## src/rtl/pdm_cic_pkg.sv

```systemverilog
// Shared constants and helpers for the PDM CIC decimator:
// widths, ratio_sel codes, per-code terminal count and output shift.
package pdm_cic_pkg;

  localparam int ACC_W = 13;
  localparam int OUT_W = 6;
  localparam int CNT_W = 6;

  localparam logic [1:0] RATIO_8  = 2'b00;
  localparam logic [1:0] RATIO_16 = 2'b01;
  localparam logic [1:0] RATIO_32 = 2'b10;
  localparam logic [1:0] RATIO_64 = 2'b11;

  localparam logic [1:0] WARM_DONE = 2'd2;

  // R-1 for a ratio code
  function automatic logic [CNT_W-1:0] ratio_last(
    input logic [1:0] sel
  );
    logic [CNT_W-1:0] v;
    v = '0;
    unique case (sel)
      RATIO_8:  v = 6'd7;
      RATIO_16: v = 6'd15;
      RATIO_32: v = 6'd31;
      RATIO_64: v = 6'd63;
    endcase
    return v;
  endfunction

  // 2*log2(R) - out_w : CIC gain is R^2
  function automatic logic [3:0] out_shift(
    input logic [1:0] sel,
    input int         out_w
  );
    int s;
    s = 2 * (3 + int'(sel)) - out_w;
    return 4'(s);
  endfunction

endpackage

```

## src/rtl/pdm_cic_integrator.sv

```systemverilog
// Two cascaded modular integrators of the CIC decimator.
// Ports: clk, reset, i_enable (hold when 0), i_flush (sync clear),
// i_pdm (1-bit sample), o_i2 (second integrator).
module pdm_cic_integrator #(
  parameter int ACC_W = 13
) (
  input  logic             clk,
  input  logic             reset,
  input  logic             i_enable,
  input  logic             i_flush,
  input  logic             i_pdm,
  output logic [ACC_W-1:0] o_i2
);

  logic [ACC_W-1:0] r_i1;
  logic [ACC_W-1:0] r_i2;

  // i2 accumulates the pre-edge i1; wrap is harmless
  // because the comb differences undo it
  always_ff @(posedge clk or posedge reset) begin
    if (reset) begin
      r_i1 <= '0;
      r_i2 <= '0;
    end else if (i_flush) begin
      r_i1 <= '0;
      r_i2 <= '0;
    end else if (i_enable) begin
      r_i1 <= r_i1 + ACC_W'(i_pdm);
      r_i2 <= r_i2 + r_i1;
    end
  end

  assign o_i2 = r_i2;

endmodule

```

## src/rtl/pdm_cic_decimator.sv

```systemverilog
// Second-order CIC decimator for a 1-bit PDM stream, R = 8..64.
// Ports: clk, reset, pdm_in, enable, ratio_sel, pcm_out, pcm_valid.
module pdm_cic_decimator #(
  parameter int ACC_W = pdm_cic_pkg::ACC_W,
  parameter int OUT_W = pdm_cic_pkg::OUT_W
) (
  input  logic             clk,
  input  logic             reset,
  input  logic             pdm_in,
  input  logic             enable,
  input  logic [1:0]       ratio_sel,
  output logic [OUT_W-1:0] pcm_out,
  output logic             pcm_valid
);

  import pdm_cic_pkg::*;

  logic [1:0]       r_ratio;
  logic [CNT_W-1:0] r_cnt;
  logic [ACC_W-1:0] r_samp;
  logic [ACC_W-1:0] r_samp_z;
  logic [ACC_W-1:0] r_c1_z;
  logic             r_go;
  logic [1:0]       r_warm;
  logic [OUT_W-1:0] r_pcm;
  logic             r_valid;

  logic             w_flush;
  logic [CNT_W-1:0] w_last;
  logic             w_tick;
  logic [ACC_W-1:0] w_i2;
  logic [ACC_W-1:0] w_c1;
  logic [ACC_W-1:0] w_c2;
  logic [3:0]       w_shift;
  logic [ACC_W-1:0] w_shifted;
  logic             w_sat;
  logic [OUT_W-1:0] w_pcm;

  // a ratio change restarts the whole filter
  assign w_flush = (ratio_sel != r_ratio);
  assign w_last  = ratio_last(r_ratio);
  assign w_tick  = enable & (r_cnt == w_last) & ~w_flush;

  pdm_cic_integrator #(
    .ACC_W (ACC_W)
  ) u_integ (
    .clk      (clk),
    .reset    (reset),
    .i_enable (enable),
    .i_flush  (w_flush),
    .i_pdm    (pdm_in),
    .o_i2     (w_i2)
  );

  assign w_c1 = r_samp - r_samp_z;
  assign w_c2 = w_c1 - r_c1_z;

  // anything left above OUT_W after the shift
  // means c2 >= R^2 (only the all-ones case)
  assign w_shift   = out_shift(r_ratio, OUT_W);
  assign w_shifted = w_c2 >> w_shift;
  assign w_sat     = |w_shifted[ACC_W-1:OUT_W];
  assign w_pcm     = w_sat ? '1 : w_shifted[OUT_W-1:0];

  always_ff @(posedge clk or posedge reset) begin
    if (reset) begin
      r_ratio  <= RATIO_8;
      r_cnt    <= '0;
      r_samp   <= '0;
      r_samp_z <= '0;
      r_c1_z   <= '0;
      r_go     <= 1'b0;
      r_warm   <= '0;
      r_pcm    <= '0;
      r_valid  <= 1'b0;
    end else begin
      r_valid <= 1'b0;
      if (w_flush) begin
        r_ratio  <= ratio_sel;
        r_cnt    <= '0;
        r_samp   <= '0;
        r_samp_z <= '0;
        r_c1_z   <= '0;
        r_go     <= 1'b0;
        r_warm   <= '0;
      end else begin
        if (enable) begin
          if (r_cnt == w_last) begin
            r_cnt <= '0;
          end else begin
            r_cnt <= r_cnt + 6'd1;
          end
        end
        r_go <= w_tick;
        if (w_tick) begin
          r_samp <= w_i2;
        end
        // comb runs the cycle after a tick,
        // whatever enable does then
        if (r_go) begin
          r_samp_z <= r_samp;
          r_c1_z   <= w_c1;
          if (r_warm == WARM_DONE) begin
            r_pcm   <= w_pcm;
            r_valid <= 1'b1;
          end else begin
            r_warm <= r_warm + 2'd1;
          end
        end
      end
    end
  end

  assign pcm_out   = r_pcm;
  assign pcm_valid = r_valid;

endmodule

```

## config.mk

```make
export PLATFORM = sky130hd
export DESIGN_NAME = pdm_cic_decimator
export DESIGN_NICKNAME = d
export VERILOG_FILES = /design/src/rtl/pdm_cic_pkg.sv /design/src/rtl/pdm_cic_integrator.sv /design/src/rtl/pdm_cic_decimator.sv
export SDC_FILE = /design/constraint.sdc
export NUM_CORES = 1
export LEC_CHECK = 0
export BUFFER_PORTS_ARGS = -buffer_cell sky130_fd_sc_hd__buf_2
export CORE_UTILIZATION = 30
export DETAILED_ROUTE_END_ITERATION = 8
export SLEW_MARGIN = 20
export SYNTH_ARGS = -nofsm -noshare
export SYNTH_HDL_FRONTEND = slang
export SYNTH_SLANG_ARGS = --single-unit
```

## constraint.sdc

```tcl
create_clock -name clk -period 4.5 [get_ports clk]
set_input_delay 0.9 -clock clk [delete_from_list [all_inputs] [get_ports clk]]
set_output_delay 0.9 -clock clk [all_outputs]
set_load 0.005 [all_outputs]
```

==> results of run 1 <==
## report_power, final
part / leakage (nW) / internal, mW / total, mW / switching, mW
clock network: 0.137 / 0.395 / 0.710 / 0.315
logic: 1.33 / 0.0241 / 0.0870 / 0.0630
registers: 1.15 / 0.752 / 0.758 / 0.00617
total: 2.62 / 1.17 / 1.56 / 0.385
## through the flow
step	cell area, sq um	util (%)	hold WS [ns]	power [mW]
3_5_place_dp	5700	32.5	0.509	0.861
4_1_cts	5990	34.1	0.526	1.58
2_1_floorplan	5440	-	0.484	0.839
3_3_place_gp	5700	32.5	0.502	0.859
5_1_grt	6000	34.2	0.544	1.62
6_report	6000	34.2	0.523	1.56
## logic make-up after synthesis
| kind of cell | after synthesis | synth area share (%) |
|---|---|---|
| XOR/XNOR | 52 | 8.64 |
| flip-flops | 83 | 38.2 |
| buffers and inverters | 58 | 4.62 |
| AND/OR/NAND/NOR | 166 | 14.4 |
| adder cells (fa/ha/maj) | 45 | 10.8 |
| multiplexers | 43 | 8.83 |
| AO/OA/AOI/OAI | 106 | 14.6 |
## path summary, 6_finish.rpt
| check | end | startpoint | slack (ns) |
|---|---|---|---|
| max | pcm_out[5] | r_samp[0] | 0.40 |
| min | r_samp_z[4] | r_samp_z[4] | 0.52 |
| max reg2reg | pcm_out[5] | r_samp[0] | 0.40 |
| min reg2reg | r_samp_z[4] | r_samp_z[4] | 0.52 |
| max in group asynchronous | r_c1_z[10] | reset | 2.84 |
| min in group asynchronous | r_c1_z[1] | reset | 0.70 |
## routing by layer
layer  global-route usage [%]  vias up  share of wire (%)
met2                     22.1       50                 49
li1                         -     1970                  -
met1                     15.5     1961                 47
met3                     3.11       12                2.4
met5                        0        -                  0
met4                     4.51        0                1.5
## critical path, delay by kind of cell (launching register included)
family | cells | cell delay (ns)
buffers and inverters | 2 | 0.13
DFF | 1 | 0.39
and+or+nand+nor | 1 | 0.29
muxes | 1 | 0.10
AOI/OAI and AO/OA | 10 | 1.96
adders and majority gates | 3 | 0.90
xor gates and xnor gates | 1 | 0.16
## flip-flops by register name, indices dropped and copies added (netlist names)
name	cells
r_c1_z	13
r_go	1
pcm_valid	1
u_integ.r_i1	13
pcm_out	6
r_samp	13
u_integ.o_i2	13
r_warm	2
r_cnt	6
r_samp_z	13
r_ratio	2
## final cells by class
class                   instances  area [sq um]
multi-input cells             412          3120
flip-flops and latches         83          2080
well taps                     225           282
repair buffers                 15          82.6
inverters                      38           144
fillers                      1782         11500
clock inverters                 6          48.8
clock buffers                  10           239
## layout by cell type, fill, tap and decap left out, drive strengths merged, types with 3 or more instances in the layout
| master | instances |
|---|---|
| dfrtp | 83 |
| nor2 | 80 |
| ha | 42 |
| mux2i | 39 |
| inv | 39 |
| xnor2 | 36 |
| a21oi | 30 |
| nand2 | 22 |
| xor2 | 16 |
| buf | 15 |
| nor3 | 14 |
| nand3 | 13 |
| a22o | 13 |
| clkbuf | 10 |
| o21ai | 9 |
| a21o | 9 |
| and3 | 7 |
| a41oi | 6 |
| a211oi | 6 |
| nand2b | 5 |
| nand4 | 4 |
| or3 | 4 |
| or2 | 4 |
| nor2b | 4 |
| mux4 | 4 |
| o21a | 3 |
| a211o | 3 |
| and2 | 3 |
| o21bai | 3 |
| fa | 3 |
| o31a | 3 |
| o211ai | 3 |
| clkinv | 3 |
| a31oi | 3 |
==> run metrics, run 1 <==
status=completed; Root Driver=clkbuf_16; WL/cell=13.7 um; DIE HEIGHT=137 um; crit share post-route=about nine tenths; P per Cell Area=259 nW/um^2; CP peak stage delay=0.42 ns; post_cts resized=0; antenna-violating nets left=0; HP Class=reg2reg; htree depth=3; Worst EP arrival=4.29 ns; post-synth top area cell=dfrtp_1; critical-path cell list=inv_1 -> ha_1 -> inv_1 -> fa_1 -> a211o_1 -> o211ai_1 -> a21oi_1 -> a21oi_1 -> xnor2_1 -> ha_1 -> a21o_2 -> a211o_1 -> a31oi_4 -> mux2i_1 -> a21oi_1 -> a21oi_2 -> nor3_4 -> a41oi_1; clk sinks=83; vias post-DR=roughly 4,000; area delta synth->final=10.1%; pin count of the biggest net entering global routing=between 60 and 70; Yosys warnings=0; Post-synth top cells=dfrtp_1, nor2_1, ha_1; most used flip-flop cell after synthesis=dfrtp_1; WHS Path Cells=2; Final #Nets=610; final hold violation count=0; CTS clk-pin slew, worst paths=0.06 ns; # hold bufs at CTS=0; post-synthesis async set-or-reset flop share=100%; Worst VDD drop=approximately 0.16 mV; Netlist cell types=66; Slew HR=38.1%; Seq/Total Area, Yosys=38.2%; first-pass GRT wire length=19,100 um; GRT overflow=0; Total GRT Usage=between 10% and 20%; Req. time, crit path=about 4.7 ns; most frequent cell after synthesis=dfrtp_1; number of flops mapped to enable cells by yosys=0; Setup CP Type=reg2reg; setup violators final=0; number of global-route vias before repair=4,110; LEAKAGE=2.62 nW; initial antenna violation count=0; gpl congestion=0.814; DP Cell Count=~770; # rows=48; port bufs=12; mapped cell area=5440 sq um; min Tclk post-route=4.10 ns; Synth Register Bits=83; Synthesized Nets=~600; CP most frequent cell=a21oi_1; Slew Viols, Final=0; io pins=13; CTS tree=yes; final wirelength=10,800 um; CP max-delay cell=fa_1; worst-margin pin slew=0.928 ns; Initial DRC Count=244; RSZ-0062 raised after global routing=false; cell count after synthesis=553; largest cells by area after synthesis=dfrtp_1, ha_1, mux2i_1; CP max FO=6; Fin Setup TNS=0 ns; chip width=137 um; Initial Util=31.0%; MaxCap Viol Count=0; Post-CTS Setup Inserts=0; ratio of cells with drive above 1 in the final layout=10.3%; Via density=5.06; share of the synthesized area in the top cell type=around two fifths; Syn Area/Cell=a little under 10 sq um; Clock Latency Late Sink=0.34 ns; Final WS setup=0.402 ns; Die Footprint=~19,000 sq um; final cell count without fillers=789; Critical Path End Type=flop; Antenna Diode Count=0; max frequency=244 MHz; DRC=0; Final HPWL DP=7910 um; core box area=17,500 sq um; Register-to-Register Path Depth=18; TritonCTS buffer count=9; Worst setup SP type=flop; clk buf depth=2; Worst Skew=0.00296 ns; worst setup slack after placement=0.303 ns; Pre-antenna DRT Iters=4
No activity file was read; power rests on OpenSTA's default activity.
==> run 2, diff against run 1 <==
Settings changed: PLACE_DENSITY set to 0.51, SLEW_MARGIN 20 to 15.
==> run metrics, run 2 (same netlist as run 1, synthesis figures left out) <==
commonest non-fill, non-tap cell in the layout=dfrtp_1; # hold bufs at CTS=0; Antenna Diode Count=0; clk buf depth=2; Initial Util=between 30% and 40%; P per Cell Area=277 nW/um^2; # rows=48; LEAKAGE=approximately 2.6 nW; WP buf/inv=2; Hold Crit Start=r_c1_z[10]; most frequent cells in the layout=dfrtp_1, nor2_1, ha_1; post_cts resized=0; Clock Latency Late Sink=0.34 ns; status=completed; Via density=4.99; worst setup slack after placement=0.342 ns; min Tclk post-route=4.18 ns; RSZ-0062 raised after global routing=false; Die Footprint=18,700 sq um; worst-margin pin slew=0.914 ns; Fin Setup TNS=0 ns; Req. time, crit path=between 4 and 5 ns; Initial DRC Count=177; CTS tree=yes; area delta synth->final=11.0%; Worst VDD drop=0.187 mV; Slew Viols, Final=0; Worst Skew=0.00592 ns; ratio of cells with drive above 1 in the final layout=10.3%; GRT overflow=0; CTS clk-pin slew, worst paths=approximately 0.06 ns; Pwr Total=around 1.7 mW; CP max FO=6; max frequency=239 MHz; final cell count without fillers=between 700 and 800; CP startpoint=r_samp[0]; core box area=17,500 sq um; Pre-antenna DRT Iters=6; MaxCap Viol Count=0; layout filler cell count=approximately 1,800; crit share post-route=92.9%; pin count of the biggest net entering global routing=65; setup violators final=0; Worst setup SP type=flop; number of global-route vias before repair=4,007; antenna-violating nets left=0; Final HPWL DP=8080 um; WL/cell=14.0 um; initial antenna violation count=0; CP max-delay cell=xnor2_1; Worst EP arrival=around 4.4 ns; first-pass GRT wire length=19,300 um; Root Driver=clkbuf_16; clk sinks=83; gpl congestion=slightly above 0.8; chip width=~140 um; Post-CTS Setup Inserts=0; io pins=13; Final #Nets=611; final wirelength=~11,000 um; vias post-DR=3,939; Sequential Area=2080 sq um; Total GRT Usage=13.0%; CP peak stage delay=0.44 ns; DIE HEIGHT=137 um; Setup CP Type=reg2reg; DRC=0; port bufs=12; final hold violation count=0; critical-path cell list=inv_1 -> ha_1 -> inv_1 -> fa_1 -> a211o_1 -> o211ai_1 -> a21oi_1 -> a21oi_1 -> xnor2_1 -> ha_1 -> a21o_2 -> a211o_1 -> a31oi_4 -> o21ai_1 -> xor2_1 -> xnor2_1 -> a41oi_1; Final WS setup=0.319 ns; Slew HR=39.0%; Critical Path End Type=flop; htree depth=3; r2r startpoint=r_samp[0]; DP Cell Count=774; HP Class=reg2reg; post-layout util=34.5%; TritonCTS buffer count=9; Multi-input gate area=3120 sq um; delay-heaviest family, CP=compound AO/OA/AOI/OAI gates
==> run 2: cell count changes in the layout (fill, tap and decap cells not counted) <==
cell and delta:
xnor2_2 -1, clkinv_2 -1, buf_4 +1, clkinvlp_4 -1
bufinv_16 +2, xnor2_1 +1
==> run 2: per-layer routing <==
metal / vias to the layer above / global-route usage [%] / part of all wire (%)
li1: 1959 / - / -
met5: - / 0 / 0
met3: 8 / 2.70 / 2.6
met2: 39 / 21.6 / 48
met1: 1933 / 17.0 / 48
met4: 0 / 3.77 / 1.1
==> run 2: final timing paths <==
check | endpoint | slack (ns) | cells after the start
hold reg to reg | r_c1_z[10] | 0.52 | 2
max in group asynchronous | r_samp_z[0] | 2.82 | 3
setup / recovery | pcm_out[4] | 0.32 | 17
setup reg to reg | pcm_out[4] | 0.32 | 17
min in group asynchronous | r_c1_z[1] | 0.65 | 2
hold / removal | r_c1_z[10] | 0.52 | 2
==> run 2: layout make-up <==
| cell class | count | share of cell area, % |
|---|---|---|
| multi-input combinational | 412 | 51.6 |
| clock buffer | 10 | 3.95 |
| timing repair buffer | 16 | 1.49 |
| inverter | 38 | 2.38 |
| sequential | 83 | 34.4 |
| clock inverter | 6 | 1.59 |
| tap | 225 | 4.66 |
==> run 2: tightest hold or removal path, stage by stage, from the launching register on <==
cell     delay [ns]
dfrtp_1        0.34
mux2i_1        0.06
nor2_1         0.07
==> run 2: metrics by stage <==
stage / instance area (sq um) / hold slack, ns
3_5_place_dp: 5710 / 0.508
4_1_cts: 6040 / 0.525
3_3_place_gp: 5710 / 0.502
5_1_grt: 6040 / 0.540
2_1_floorplan: 5440 / 0.484
6_report: 6040 / 0.517
==> run 2: power by group <==
group / leakage, nW / internal [mW] / total, mW / switching (mW)
clock network: 0.161 / 0.508 / 0.826 / 0.317
registers: 1.15 / 0.752 / 0.758 / 0.00609
logic: 1.33 / 0.0244 / 0.0875 / 0.0631
total: 2.64 / 1.28 / 1.67 / 0.387
==> run 3, diff against run 2 <==
Settings changed: CELL_PAD_IN_SITES_DETAIL_PLACEMENT set to 1, CELL_PAD_IN_SITES_GLOBAL_PLACEMENT set to 1, PLACE_DENSITY 0.51 to 0.6.
==> run metrics, run 3 (same netlist as run 1, synthesis figures left out) <==
final hold violation count=0; MaxCap Viol Count=0; antenna-violating nets left=0; WHS Path Cells=2; R2R setup slack=~0.3 ns; Slew Viols, Final=0; io pins=13; Antenna Diode Count=0; Final HPWL DP=9120 um; clock power share=48.7%; CP peak stage delay=0.43 ns; WP buf/inv=2; CP max FO=6; ratio of cells with drive above 1 in the final layout=9.91%; delay-heaviest family, CP=compound AO/OA/AOI/OAI gates; Register-to-Register Path Depth=17; met1 wire length=5760 um; pin count of the biggest net entering global routing=between 60 and 70; Worst VDD drop=0.221 mV; LEAKAGE=2.63 nW; WL met3=234 um; WHS Endpoint=r_c1_z[1]; core box area=17,500 sq um; R2R Path End=pcm_out[0]; first-pass GRT wire length=about 21,000 um; chip width=roughly 140 um; Root Driver=clkbuf_16; status=completed; RSZ-0062 raised after global routing=false; length of routed met2 wiring=6200 um; initial antenna violation count=0; Initial DRC Count=around 150; uppermost layer routed=met4; CTS clk-pin slew, worst paths=0.06 ns; WL/cell=approximately 16 um; Final WS setup=0.302 ns; most frequent cells in the layout=dfrtp_1, nor2_1, ha_1; final wirelength=12,300 um; Setup CP Type=reg2reg; DP Cell Count=about 770; Pre-antenna DRT Iters=6; CP max-delay cell=xnor2_1; worst-margin pin slew=0.882 ns; area delta synth->final=10.7%; final cell count without fillers=approximately 800; GRT overflow=0; crit share post-route=93.3%; Worst Skew=0.00701 ns; number of global-route vias before repair=4,366; Req. time, crit path=approximately 4.7 ns; CTS tree=yes; commonest non-fill, non-tap cell in the layout=dfrtp_1; Worst EP arrival=4.39 ns; Critical Path End Type=flop; critical-path cell list=inv_1 -> ha_1 -> inv_1 -> fa_1 -> a211o_1 -> o211ai_1 -> a21oi_1 -> a21oi_1 -> xnor2_1 -> ha_1 -> a21o_2 -> a211o_1 -> a31oi_4 -> o21ai_1 -> xor2_1 -> xnor2_1 -> a41oi_1; setup violators final=0; vias post-DR=4,007; max frequency=between 200 and 250 MHz; min Tclk post-route=~4.2 ns; Total GRT Usage=roughly 15%; Clock Latency Late Sink=0.35 ns; clk sinks=83; Initial Util=31.0%; Slew HR=41.2%; htree depth=3; Post-CTS Setup Inserts=0; # hold bufs at CTS=0; Fin Setup TNS=0 ns; DRC=0; # rows=48; Worst setup SP type=flop; worst setup slack after placement=approximately 0.28 ns; Final #Nets=611; switching power=0.386 mW; switching share of power=around a quarter; Cell Int Power=1.27 mW; clk buf depth=2; Via density=just over 5; TritonCTS buffer count=9; Comb pwr share=~5.4%; HP Class=reg2reg; port bufs=12; r2r startpoint=r_samp[0]; DIE HEIGHT=137 um; post_cts resized=0; Die Footprint=18,700 sq um; gpl congestion=0.781; Hold Crit Start=r_c1_z[1]; Seq pwr share=between 40% and 50%; P per Cell Area=274 nW/um^2
-- run 3: cell count changes in the layout (fill, tap and decap cells not counted) --
cell / delta
inv_4: +1
inv_6: +1
clkbuf_1: +2
clkinv_4: -1
inv_8: -1
clkinv_2: -1
clkbuf_8: -1
-- run 3: worst reg2reg max path: cells and delay by family, from the launching register on --
kind / cells / cell delay [ns]
AOI/OAI and AO/OA: 9 / 1.89
xor gates and xnor gates: 3 / 0.75
adders and majority gates: 3 / 0.90
buffers and inverters: 2 / 0.12
DFF: 1 / 0.40
-- run 3: power groups by stage --
stage	sequential, mW	combinational [mW]	clock, mW
after floorplan	0.770	0.0686	0
after global placement	0.772	0.0903	0
after detailed placement	0.772	0.0931	0
after CTS	0.758	0.0935	0.830
after global routing	0.759	0.102	0.860
final	0.758	0.0900	0.805
-- run 3: cell type report --
type / instances / area, sq um
Fill cell: 2046 / 11500
Multi-Input combinational cell: 412 / 3120
Sequential cell: 83 / 2080
Tap cell: 225 / 282
Clock buffer: 11 / 233
Inverter: 38 / 145
Timing Repair Buffer: 16 / 90.1
Clock inverter: 5 / 85.1
-- run 3: metrics by stage --
step | hold WS, ns | cell area [sq um] | total power, mW | util (%)
5_1_grt | 0.557 | 6030 | 1.72 | 34.4
2_1_floorplan | 0.484 | 5440 | 0.839 | -
6_report | 0.519 | 6030 | 1.65 | 34.4
3_3_place_gp | 0.501 | 5710 | 0.862 | 32.5
3_5_place_dp | 0.511 | 5710 | 0.866 | 32.5
4_1_cts | 0.527 | 6030 | 1.68 | 34.4
-- run 3: how the worst max path moves through the flow --
stage,cells past startpoint,end,from
after floorplan,17,pcm_out[0],r_samp[0]
after global placement,17,pcm_out[4],r_samp[0]
after detailed placement,17,pcm_out[0],r_samp[0]
after CTS,17,pcm_out[0],r_samp[0]
after global routing,15,pcm_out[0],r_samp[1]
final,17,pcm_out[0],r_samp[0]
-- run 3: routing by layer --
metal / global-route usage (%) / vias to the layer above
met5: 0 / -
li1: - / 1969
met4: 3.70 / 0
met1: 17.7 / 2005
met3: 3.56 / 6
met2: 26.1 / 27
